==> config.mk <==
export PLATFORM = sky130hd
export DESIGN_NAME = bch_adj_syndrome_mul
export DESIGN_NICKNAME = d
export VERILOG_FILES = /design/src/rtl/bch_pkg.sv /design/src/rtl/gf_mul_serial.sv /design/src/rtl/bch_adj_syndrome_mul.sv
export SDC_FILE = /design/constraint.sdc
export NUM_CORES = 1
export LEC_CHECK = 0
export ABC_AREA = 0
export ABC_CLOCK_PERIOD_IN_PS = 5990
export CAP_MARGIN = 10
export CORE_AREA = 3 3 337 339
export CTS_CLUSTER_DIAMETER = 60
export CTS_CLUSTER_SIZE = 10
export DETAILED_ROUTE_END_ITERATION = 10
export DIE_AREA = 0 0 340 342
export GPL_TIMING_DRIVEN = 0
export REMOVE_ABC_BUFFERS = 1
export SETUP_SLACK_MARGIN = 0.1
export SYNTH_ARGS = -nofsm -noshare
export SYNTH_HDL_FRONTEND = slang
export SYNTH_SLANG_ARGS = --single-unit
==> constraint.sdc <==
create_clock -name clk -period 5.99 [get_ports clk]
set_input_delay 1.797 -clock clk [delete_from_list [all_inputs] [get_ports clk]]
set_output_delay 1.797 -clock clk [all_outputs]
set_load 0.02 [all_outputs]
==> src/rtl/bch_pkg.sv <==
// Shared GF(2^6) definitions for the BCH Peterson decoder path: field constants,
// element types, adjugate FSM state codes and the multiply-by-x helper.
package bch_pkg;

    localparam int         GF_M      = 6;
    localparam logic [6:0] PRIM_POLY = 7'b1000011;
    localparam int         WIDTH     = 51;

    typedef logic [GF_M-1:0]  gf_elem_t;
    typedef logic [WIDTH-1:0] wide_elem_t;

    typedef logic [2:0] adj_state_t;
    localparam adj_state_t IDLE = 3'd0;
    localparam adj_state_t LOAD = 3'd1;
    localparam adj_state_t MUL  = 3'd2;
    localparam adj_state_t ACC  = 3'd3;
    localparam adj_state_t DONE = 3'd4;

    // Multiply by x, folding x^6 back in as x+1.
    function automatic gf_elem_t gf_xtime(input gf_elem_t v);
        gf_elem_t r;
        r = {v[GF_M-2:0], 1'b0};
        if (v[GF_M-1]) begin
            r = r ^ PRIM_POLY[GF_M-1:0];
        end
        return r;
    endfunction

endpackage

==> src/rtl/gf_mul_serial.sv <==
// Bit-serial Horner multiplier: wide unreduced polynomial a times field element b,
// reduced mod PRIM_POLY, MSB of a first, one bit per cycle.
module gf_mul_serial
    import bch_pkg::*;
(
    input  logic       clk,
    input  logic       rst,
    input  logic       start,
    input  wide_elem_t a,
    input  gf_elem_t   b,
    output gf_elem_t   p,
    output logic       done
);

    gf_elem_t   p_q, p_d;
    wide_elem_t a_q, a_d;
    gf_elem_t   b_q, b_d;
    logic [5:0] k_q, k_d;
    logic       busy_q, busy_d;

    // The start edge only captures operands; the WIDTH Horner steps follow.
    always_comb begin
        p_d    = p_q;
        a_d    = a_q;
        b_d    = b_q;
        k_d    = k_q;
        busy_d = busy_q;
        if (start) begin
            p_d    = '0;
            a_d    = a;
            b_d    = b;
            k_d    = 6'(WIDTH - 1);
            busy_d = 1'b1;
        end else if (busy_q) begin
            p_d = gf_xtime(p_q) ^ (a_q[k_q] ? b_q : '0);
            if (k_q == 6'd0) begin
                busy_d = 1'b0;
            end else begin
                k_d = k_q - 6'd1;
            end
        end
    end

    always_ff @(posedge clk or posedge rst) begin
        if (rst) begin
            p_q    <= '0;
            a_q    <= '0;
            b_q    <= '0;
            k_q    <= '0;
            busy_q <= 1'b0;
        end else begin
            p_q    <= p_d;
            a_q    <= a_d;
            b_q    <= b_d;
            k_q    <= k_d;
            busy_q <= busy_d;
        end
    end

    assign p    = p_q;
    assign done = busy_q && (k_q == 6'd0);

endmodule

==> src/rtl/bch_adj_syndrome_mul.sv <==
// Adjugate-times-syndrome stage: lambda_num[i] = XOR_j minor[j][i] * s[j] in GF(2^6),
// one serial multiply per (i, j) pair; the next stage divides by the determinant.
module bch_adj_syndrome_mul
    import bch_pkg::*;
(
    input  logic                       clk,
    input  logic                       rst,
    input  logic [3:0][3:0][WIDTH-1:0] minor_matrix,
    input  logic [3:0][GF_M-1:0]       syndrome_vec,
    input  logic [4:0]                 size,
    input  logic                       start_adj,
    output logic [3:0][GF_M-1:0]       lambda_num,
    output logic                       finished_adj,
    output logic                       size_err
);

    adj_state_t     state_q, state_d;
    logic [1:0]     i_q, i_d, j_q, j_d;
    gf_elem_t [3:0] acc_q, acc_d;
    gf_elem_t [3:0] lambda_q, lambda_d;
    logic           finished_q, finished_d;
    logic           size_err_q, size_err_d;
    logic           mul_start, mul_done;
    gf_elem_t       mul_p;
    logic           bad_size;
    logic [1:0]     last_idx;

    assign bad_size = (size != 5'd2) && (size != 5'd3);
    assign last_idx = size[1:0] - 2'd1;
    assign mul_start = (state_q == LOAD) && start_adj;

    // Transpose by indexing: row j of the minor feeds output column i.
    gf_mul_serial u_mul (
        .clk   (clk),
        .rst   (rst),
        .start (mul_start),
        .a     (minor_matrix[j_q][i_q]),
        .b     (syndrome_vec[j_q]),
        .p     (mul_p),
        .done  (mul_done)
    );

    always_comb begin
        state_d    = state_q;
        i_d        = i_q;
        j_d        = j_q;
        acc_d      = acc_q;
        lambda_d   = lambda_q;
        finished_d = finished_q;
        size_err_d = size_err_q;
        case (state_q)
            IDLE: begin
                if (start_adj && !finished_q) begin
                    acc_d   = '0;
                    i_d     = 2'd0;
                    j_d     = 2'd0;
                    state_d = bad_size ? DONE : LOAD;
                end
            end
            LOAD: state_d = start_adj ? MUL : IDLE;
            MUL: begin
                if (!start_adj) begin
                    state_d = IDLE;
                end else if (mul_done) begin
                    state_d = ACC;
                end
            end
            ACC: begin
                if (!start_adj) begin
                    state_d = IDLE;
                end else begin
                    acc_d[i_q] = acc_q[i_q] ^ mul_p;
                    if (j_q != last_idx) begin
                        j_d = j_q + 2'd1;
                    end else begin
                        j_d = 2'd0;
                        i_d = i_q + 2'd1;
                    end
                    state_d = ((i_q == last_idx) && (j_q == last_idx)) ? DONE : LOAD;
                end
            end
            DONE: begin
                // Publish once on entry; a dropped request retires the result flag.
                if (!start_adj) begin
                    state_d    = IDLE;
                    finished_d = 1'b0;
                    size_err_d = 1'b0;
                end else if (!finished_q) begin
                    lambda_d   = acc_q;
                    finished_d = 1'b1;
                    size_err_d = bad_size;
                end
            end
            default: state_d = IDLE;
        endcase
    end

    always_ff @(posedge clk or posedge rst) begin
        if (rst) begin
            state_q    <= IDLE;
            i_q        <= '0;
            j_q        <= '0;
            acc_q      <= '0;
            lambda_q   <= '0;
            finished_q <= 1'b0;
            size_err_q <= 1'b0;
        end else begin
            state_q    <= state_d;
            i_q        <= i_d;
            j_q        <= j_d;
            acc_q      <= acc_d;
            lambda_q   <= lambda_d;
            finished_q <= finished_d;
            size_err_q <= size_err_d;
        end
    end

    assign lambda_num   = lambda_q;
    assign finished_adj = finished_q;
    assign size_err     = size_err_q;

endmodule

==> metrics, run 1 <==
highest ir drop seen on vdd 0.1954 mV; Util after Layout 21.24%; R2R Path End u_mul.a_q[8]; 1st-pass router iterations 5; Antenna Nets Post-Route 0; Seq. cell area 0.003192 mm2; Sink Count 127; Multi-input gate area 0.008562 mm2; launch point of the worst path start_adj; I/O Buffers 873; Top delay family on crit path buffers and inverters; Finished Layout Cells 3251; clock root buffer clkbuf_16; total track usage 16.55%; power per cell area 176.9 mW/mm2; routability cong. 0.9739; first-pass GRT wire length 127800 um; placed instance count 3175; Core Area 0.1107 mm2; status finished clean; initial antenna violation count 110; Primary FF master, synth dfrtp_1; max-cap violations 0; Max Fclk 270.7 MHz; max-slew violation count 0; fraction of layout cells with a size suffix above 1 21.98%; Worst Setup EP u_mul.p[1]; commonest non-fill, non-tap cell in the layout clkdlybuf4s50_1; cts bufs inserted 17; final setup fails 0; largest net degree at the start of global routing 70; initial drt markers 897; Worst R2R Setup Slack 2.89 ns; htree depth 4; Initial Util 11.00%; CP Class input pin to register; # hold bufs at CTS 0; routed vias 12950; unrepaired setup endpoints after global routing no; fin crit share 61.68%; # fillers 11950; Largest stage delay, worst path 0.64 ns; Via density 3.984; Worst path depth 8; vias in the first global route 13630; Hold WC Path Type register to register; synthesized area 0.01218 mm2; WP data required 6.34 ns; Clk Latency, worst-skew pair 0.48 ns; Setup crit end kind register; sequential element share of the synthesized area 26.10%; Arrival @ worst endpoint 4.05 ns; GRT overflow 0; Worst R2R Path Depth 7; r2r startpoint j_q[0]; most frequent CP cell buf_6; crit-path cells clkdlybuf4s50_1 > nand2b_4 > nor3_2 > buf_6 > buf_6 > nor2_1 > a221oi_2 > nand2_1; Slew @ Worst Pin 0.8022 ns; number of synthesized register bits 127; slowest CP cell clkdlybuf4s50_1; async set-reset flop share out of synthesis 100.0%; Total Wirelength 99660 um; final setup TNS 0 ns; Startpoint Class input pin; Setup Skew 0.01865 ns; Area Overhead vs Synth 93.01%; EDFF count, synth 0; Die Height 342 um; Post-route DRC 0; minimum clock period 3.695 ns; overall die width 340 um; leakage power 0.008178 uW; post-synthesis cell type count 52; Yosys warning count 0; die area 0.1163 mm2; commonest non-fill, non-tap cells in the layout clkdlybuf4s50_1, mux4_2, nand2_1; post-DP HPWL 87180 um; post-synthesis cell count 884; IO Pins 874; final hold violation count 0; cts repair resizes 0; buffers and inverters on the worst path 3; Longest Clk Path Bufs 2; Final #Nets 2563; row count 122; TritonCTS clock tree yes; Mean Syn Cell Area 13.77 um2; WHS 0.4711 ns; Setup Buffers After CTS 0; Clock transition at path regs 0.07 ns; Relative slew margins 46.52%; WL/cell 30.66 um; Critical Path Fanout Max 7
## power by group
| group | internal (uW) | switching (uW) |
|---|---|---|
| Sequential | 1050 | 292 |
| Clock | 552 | 532 |
| Combinational | 1030 | 701 |
| Total | 2630 | 1530 |
## cells by family after synthesis
kind of cell | count (synthesis) | share of synthesized area [%]
xor gates and xnor gates | 16 | 1.151
DFF | 127 | 26.10
and+or+nand+nor | 266 | 9.587
muxes | 315 | 54.63
AOI/OAI and AO/OA | 56 | 4.038
adders and majority gates | 8 | 0.8221
buffers and inverters | 96 | 3.668
## synth_stat cells, types with 2 or more instances
| master | count | area [um2] |
|---|---|---|
| nor4_1 | 2 | 12.51 |
| a22o_1 | 26 | 227.7 |
| mux4_2 | 277 | 6238 |
| buf_1 | 11 | 41.29 |
| ha_1 | 8 | 100.1 |
| nand2_1 | 197 | 739.5 |
| inv_1 | 5 | 18.77 |
| inv_2 | 2 | 7.510 |
| mux2_2 | 27 | 304.0 |
| o21ai_1 | 8 | 40.04 |
| xnor2_1 | 11 | 96.34 |
| xor2_1 | 5 | 43.79 |
| buf_2 | 21 | 105.1 |
| a221oi_2 | 6 | 90.09 |
| nor3_1 | 4 | 20.02 |
| nand4_1 | 2 | 12.51 |
| nand3_1 | 7 | 35.03 |
| nor4b_1 | 5 | 43.79 |
| nor2_1 | 19 | 71.32 |
| a32oi_1 | 2 | 17.52 |
| or3_1 | 3 | 18.77 |
| nor2b_1 | 3 | 18.77 |
| buf_6 | 5 | 56.30 |
| dfrtp_1 | 127 | 3178 |
| nor3b_1 | 10 | 75.07 |
| nor4bb_1 | 2 | 20.02 |
| mux2i_1 | 11 | 110.1 |
| or2_1 | 2 | 12.51 |
| a21oi_1 | 2 | 10.01 |
| nand2b_1 | 2 | 12.51 |
| clkbuf_1 | 46 | 172.7 |
| buf_4 | 6 | 45.04 |
## layer usage
metal  up-vias  part of all wire (%)  global-route usage [%]
li1       5342                     -                       -
met1      6580                    36                   18.51
met2       784                    49                   28.26
met3       202                    11                   6.864
met4        44                   3.6                   5.814
met5         -                  0.27                       0
## stage by stage
stage / total power [uW] / cell area, um2 / setup slack [ns]
3_5_place_dp: 3143 / 22810 / 1.575
6_report: 4157 / 23500 / 2.295
2_1_floorplan: 2019 / 11760 / -3.451
3_3_place_gp: 3096 / 22360 / -7.138
4_1_cts: 4301 / 23380 / 2.104
5_1_grt: 4443 / 23440 / 2.165
## worst min-delay path by stage
stage,startpoint,cells past startpoint,end
2_1_floorplan,u_mul.a_q[2],2,u_mul.a_q[2]
3_3_place_gp,u_mul.a_q[19],2,u_mul.a_q[19]
3_5_place_dp,u_mul.a_q[12],2,u_mul.a_q[12]
4_1_cts,u_mul.a_q[12],2,u_mul.a_q[12]
5_1_grt,u_mul.a_q[12],2,u_mul.a_q[12]
6_report,u_mul.a_q[12],2,u_mul.a_q[12]
## sequential cells by signal (all words and copies together) (netlist names)
name,cells
state_q,3
u_mul.busy_q,1
u_mul.p,6
finished_adj,1
u_mul.k_q,6
j_q,2
u_mul.b_q,6
acc_q,24
size_err,1
u_mul.a_q,51
lambda_num,24
i_q,2
## layout make-up
cell class	instances	area share [%]
Antenna cell	43	0.4578
Timing Repair Buffer	893	39.04
Clock inverter	15	0.6175
Clock buffer	17	1.810
Multi-Input combinational cell	661	36.43
Tap cell	1488	7.922
Sequential cell	127	13.58
Inverter	7	0.1437
## tightest hold or removal path: stages (launching register included)
cell and delay [ns]:
dfrtp_1 0.34, nand2_1 0.05, nand2_1 0.05
No activity file was read; power rests on OpenSTA's default activity.
==> inputs of run 2 (changes only) <==
Settings changed: ABC_CLOCK_PERIOD_IN_PS 5990 to 3350.
Clock period 5.99 ns to 3.35 ns, I/O delays scaled along.
==> run 2 against run 1 <==
Net effect:
- critical path depth down 1
- wire length up 0.23%
- sequential cell count unchanged
- sequential power up 79%
- via count about the same
- power up 79%
- combinational power up 79%
- sequential share of layout area unchanged
- die area unchanged
- clock power up 81%
- non-clock buffer count up 1
- register-to-register slack worse by 2.5 ns
- critical endpoint is now u_mul.a_q[8]
- highest routed layer unchanged
==> metrics, run 2 (synthesized netlist as in run 1, its figures left out) <==
Hold WC Path Type register to register; Max Fclk 334.6 MHz; Area Overhead vs Synth 93.01% (unchanged); total track usage 16.55% (unchanged); status finished clean; Util after Layout 21.24% (unchanged); I/O Buffers 873 (unchanged); Final #Nets 2564 (+0.039%); fin crit share 89.20%; Top delay family on crit path multiplexers; htree depth 4 (unchanged); first-pass GRT wire length 127800 um (unchanged); # hold bufs at CTS 0 (unchanged); placed instance count 3175 (unchanged); commonest non-fill, non-tap cell in the layout clkdlybuf4s50_1; Total Wirelength 99900 um (+0.23%); Worst Setup EP u_mul.a_q[8]; launch point of the worst path j_q[0]; Clk Latency, worst-skew pair 0.48 ns (about the same); 1st-pass router iterations 5 (unchanged); CP Class register to register; post-DP HPWL 87180 um (unchanged); most frequent CP cell buf_16; clock root buffer clkbuf_16; Core Area 0.1107 mm2 (unchanged); routed vias 12940 (-0.062%); Slew @ Worst Pin 0.8206 ns (+0.01835 ns); WP data required 3.72 ns (-2.62 ns); Setup crit end kind register; die area 0.1163 mm2 (unchanged); Startpoint Class register; r2r startpoint j_q[0]; overall die width 340 um (unchanged); IO Pins 874 (unchanged); final setup fails 0 (unchanged); buffers and inverters on the worst path 3 (unchanged); max FFs per register 51 (unchanged); Clock transition at path regs 0.07 ns (about the same); commonest non-fill, non-tap cells in the layout clkdlybuf4s50_1, mux4_2, nand2_1; Post-route DRC 0 (unchanged); Worst path depth 7 (-1); dpl ws -0.2727 ns (-1.848 ns); Power, Total 7444 uW (+79%); initial antenna violation count 110 (unchanged); routability cong. 0.9739 (unchanged); leakage power 0.008188 uW (+0.13%); max-cap violations 0 (unchanged); GRT overflow 0 (unchanged); Die Height 342 um (unchanged); Via density 3.993 (+0.22%); row count 122 (unchanged); initial drt markers 874 (-2.6%); cts repair resizes 0 (unchanged); largest net degree at the start of global routing 70 (unchanged); unrepaired setup endpoints after global routing no; max-slew violation count 0 (unchanged); R2R Path End u_mul.a_q[8]; WHS 0.4710 ns (-0.00005700 ns); vias in the first global route 13630 (unchanged); highest ir drop seen on vdd 0.3492 mV (+79%); post-route setup slack 0.3618 ns (-1.934 ns); slowest CP cell mux4_2; WL/cell 30.81 um (+0.51%); Antenna Nets Post-Route 0 (unchanged); Largest stage delay, worst path 0.64 ns (about the same); Critical Path Fanout Max 39 (+32); final hold violation count 0 (unchanged); Setup Skew 0.01793 ns (-0.0007226 ns); fraction of layout cells with a size suffix above 1 22.02% (+0.045 points); Sink Count 127 (unchanged); Longest Clk Path Bufs 2 (unchanged); Setup Buffers After CTS 0 (unchanged); Initial Util 11.00% (unchanged); most flop-heavy register u_mul.a_q; crit-path cells buf_16 > buf_16 > buf_16 > mux4_2 > mux4_2 > nand2_1 > nand2_1; TritonCTS clock tree yes; minimum clock period 2.988 ns; cts bufs inserted 17 (unchanged); Worst R2R Setup Slack 0.36 ns (-2.53 ns); # fillers 11950 (-0.0084%); Worst R2R Path Depth 7 (unchanged); Finished Layout Cells 3242 (-0.28%); power per cell area 316.7 mW/mm2 (+79%); Arrival @ worst endpoint 3.36 ns (-0.69 ns); Relative slew margins 45.30% (-1.2 points)
==> run 2: through the flow <==
step,TNS (ns),area [um2]
after floorplan,-525.50,11760
after global placement,-1180.68,22360
after detailed placement,-6.639,22810
after CTS,0,23380
after global routing,0,23460
final,0,23500
==> run 2: per-layer routing <==
layer | up-vias | routed length, um | GRT usage [%] | part of all wire (%)
li1 | 5341 | - | - | -
met1 | 6564 | 36410 | 18.51 | 36
met2 | 788 | 49440 | 28.26 | 49
met3 | 201 | 10380 | 6.864 | 10
met4 | 50 | 3364 | 5.814 | 3.4
met5 | - | 295 | 0 | 0.30
==> run 2: layout make-up <==
class,count,area (um2),area share [%]
multi-input cells,661,8562,36.43
diodes,33,82.58,0.3514
inverters,7,33.78,0.1437
repair buffers,894,9200,39.15
well taps,1488,1862,7.922
clock inverters,15,145.1,0.6175
flip-flops and latches,127,3192,13.58
clock buffers,17,425.4,1.810
==> run 2: worst min path at each step <==
stage | start | end | cells after the start
finish | u_mul.a_q[12] | u_mul.a_q[12] | 2
global route | u_mul.a_q[12] | u_mul.a_q[12] | 2
CTS | u_mul.a_q[12] | u_mul.a_q[12] | 2
detailed placement | u_mul.a_q[12] | u_mul.a_q[12] | 2
global placement | u_mul.a_q[19] | u_mul.a_q[19] | 2
floorplan | u_mul.a_q[2] | u_mul.a_q[2] | 2
==> run 2: worst register-to-register path: stages (launching register included) <==
cell and delay [ns]:
dfrtp_4 0.63, buf_16 0.28, buf_16 0.32, buf_16 0.39, mux4_2 0.67, mux4_2 0.49, nand2_1 0.08, nand2_1 0.04
==> run 2: report_power, final <==
| part | internal, uW | switching [uW] |
|---|---|---|
| combinational | 1830 | 1260 |
| clock | 988 | 960 |
| sequential | 1880 | 521 |
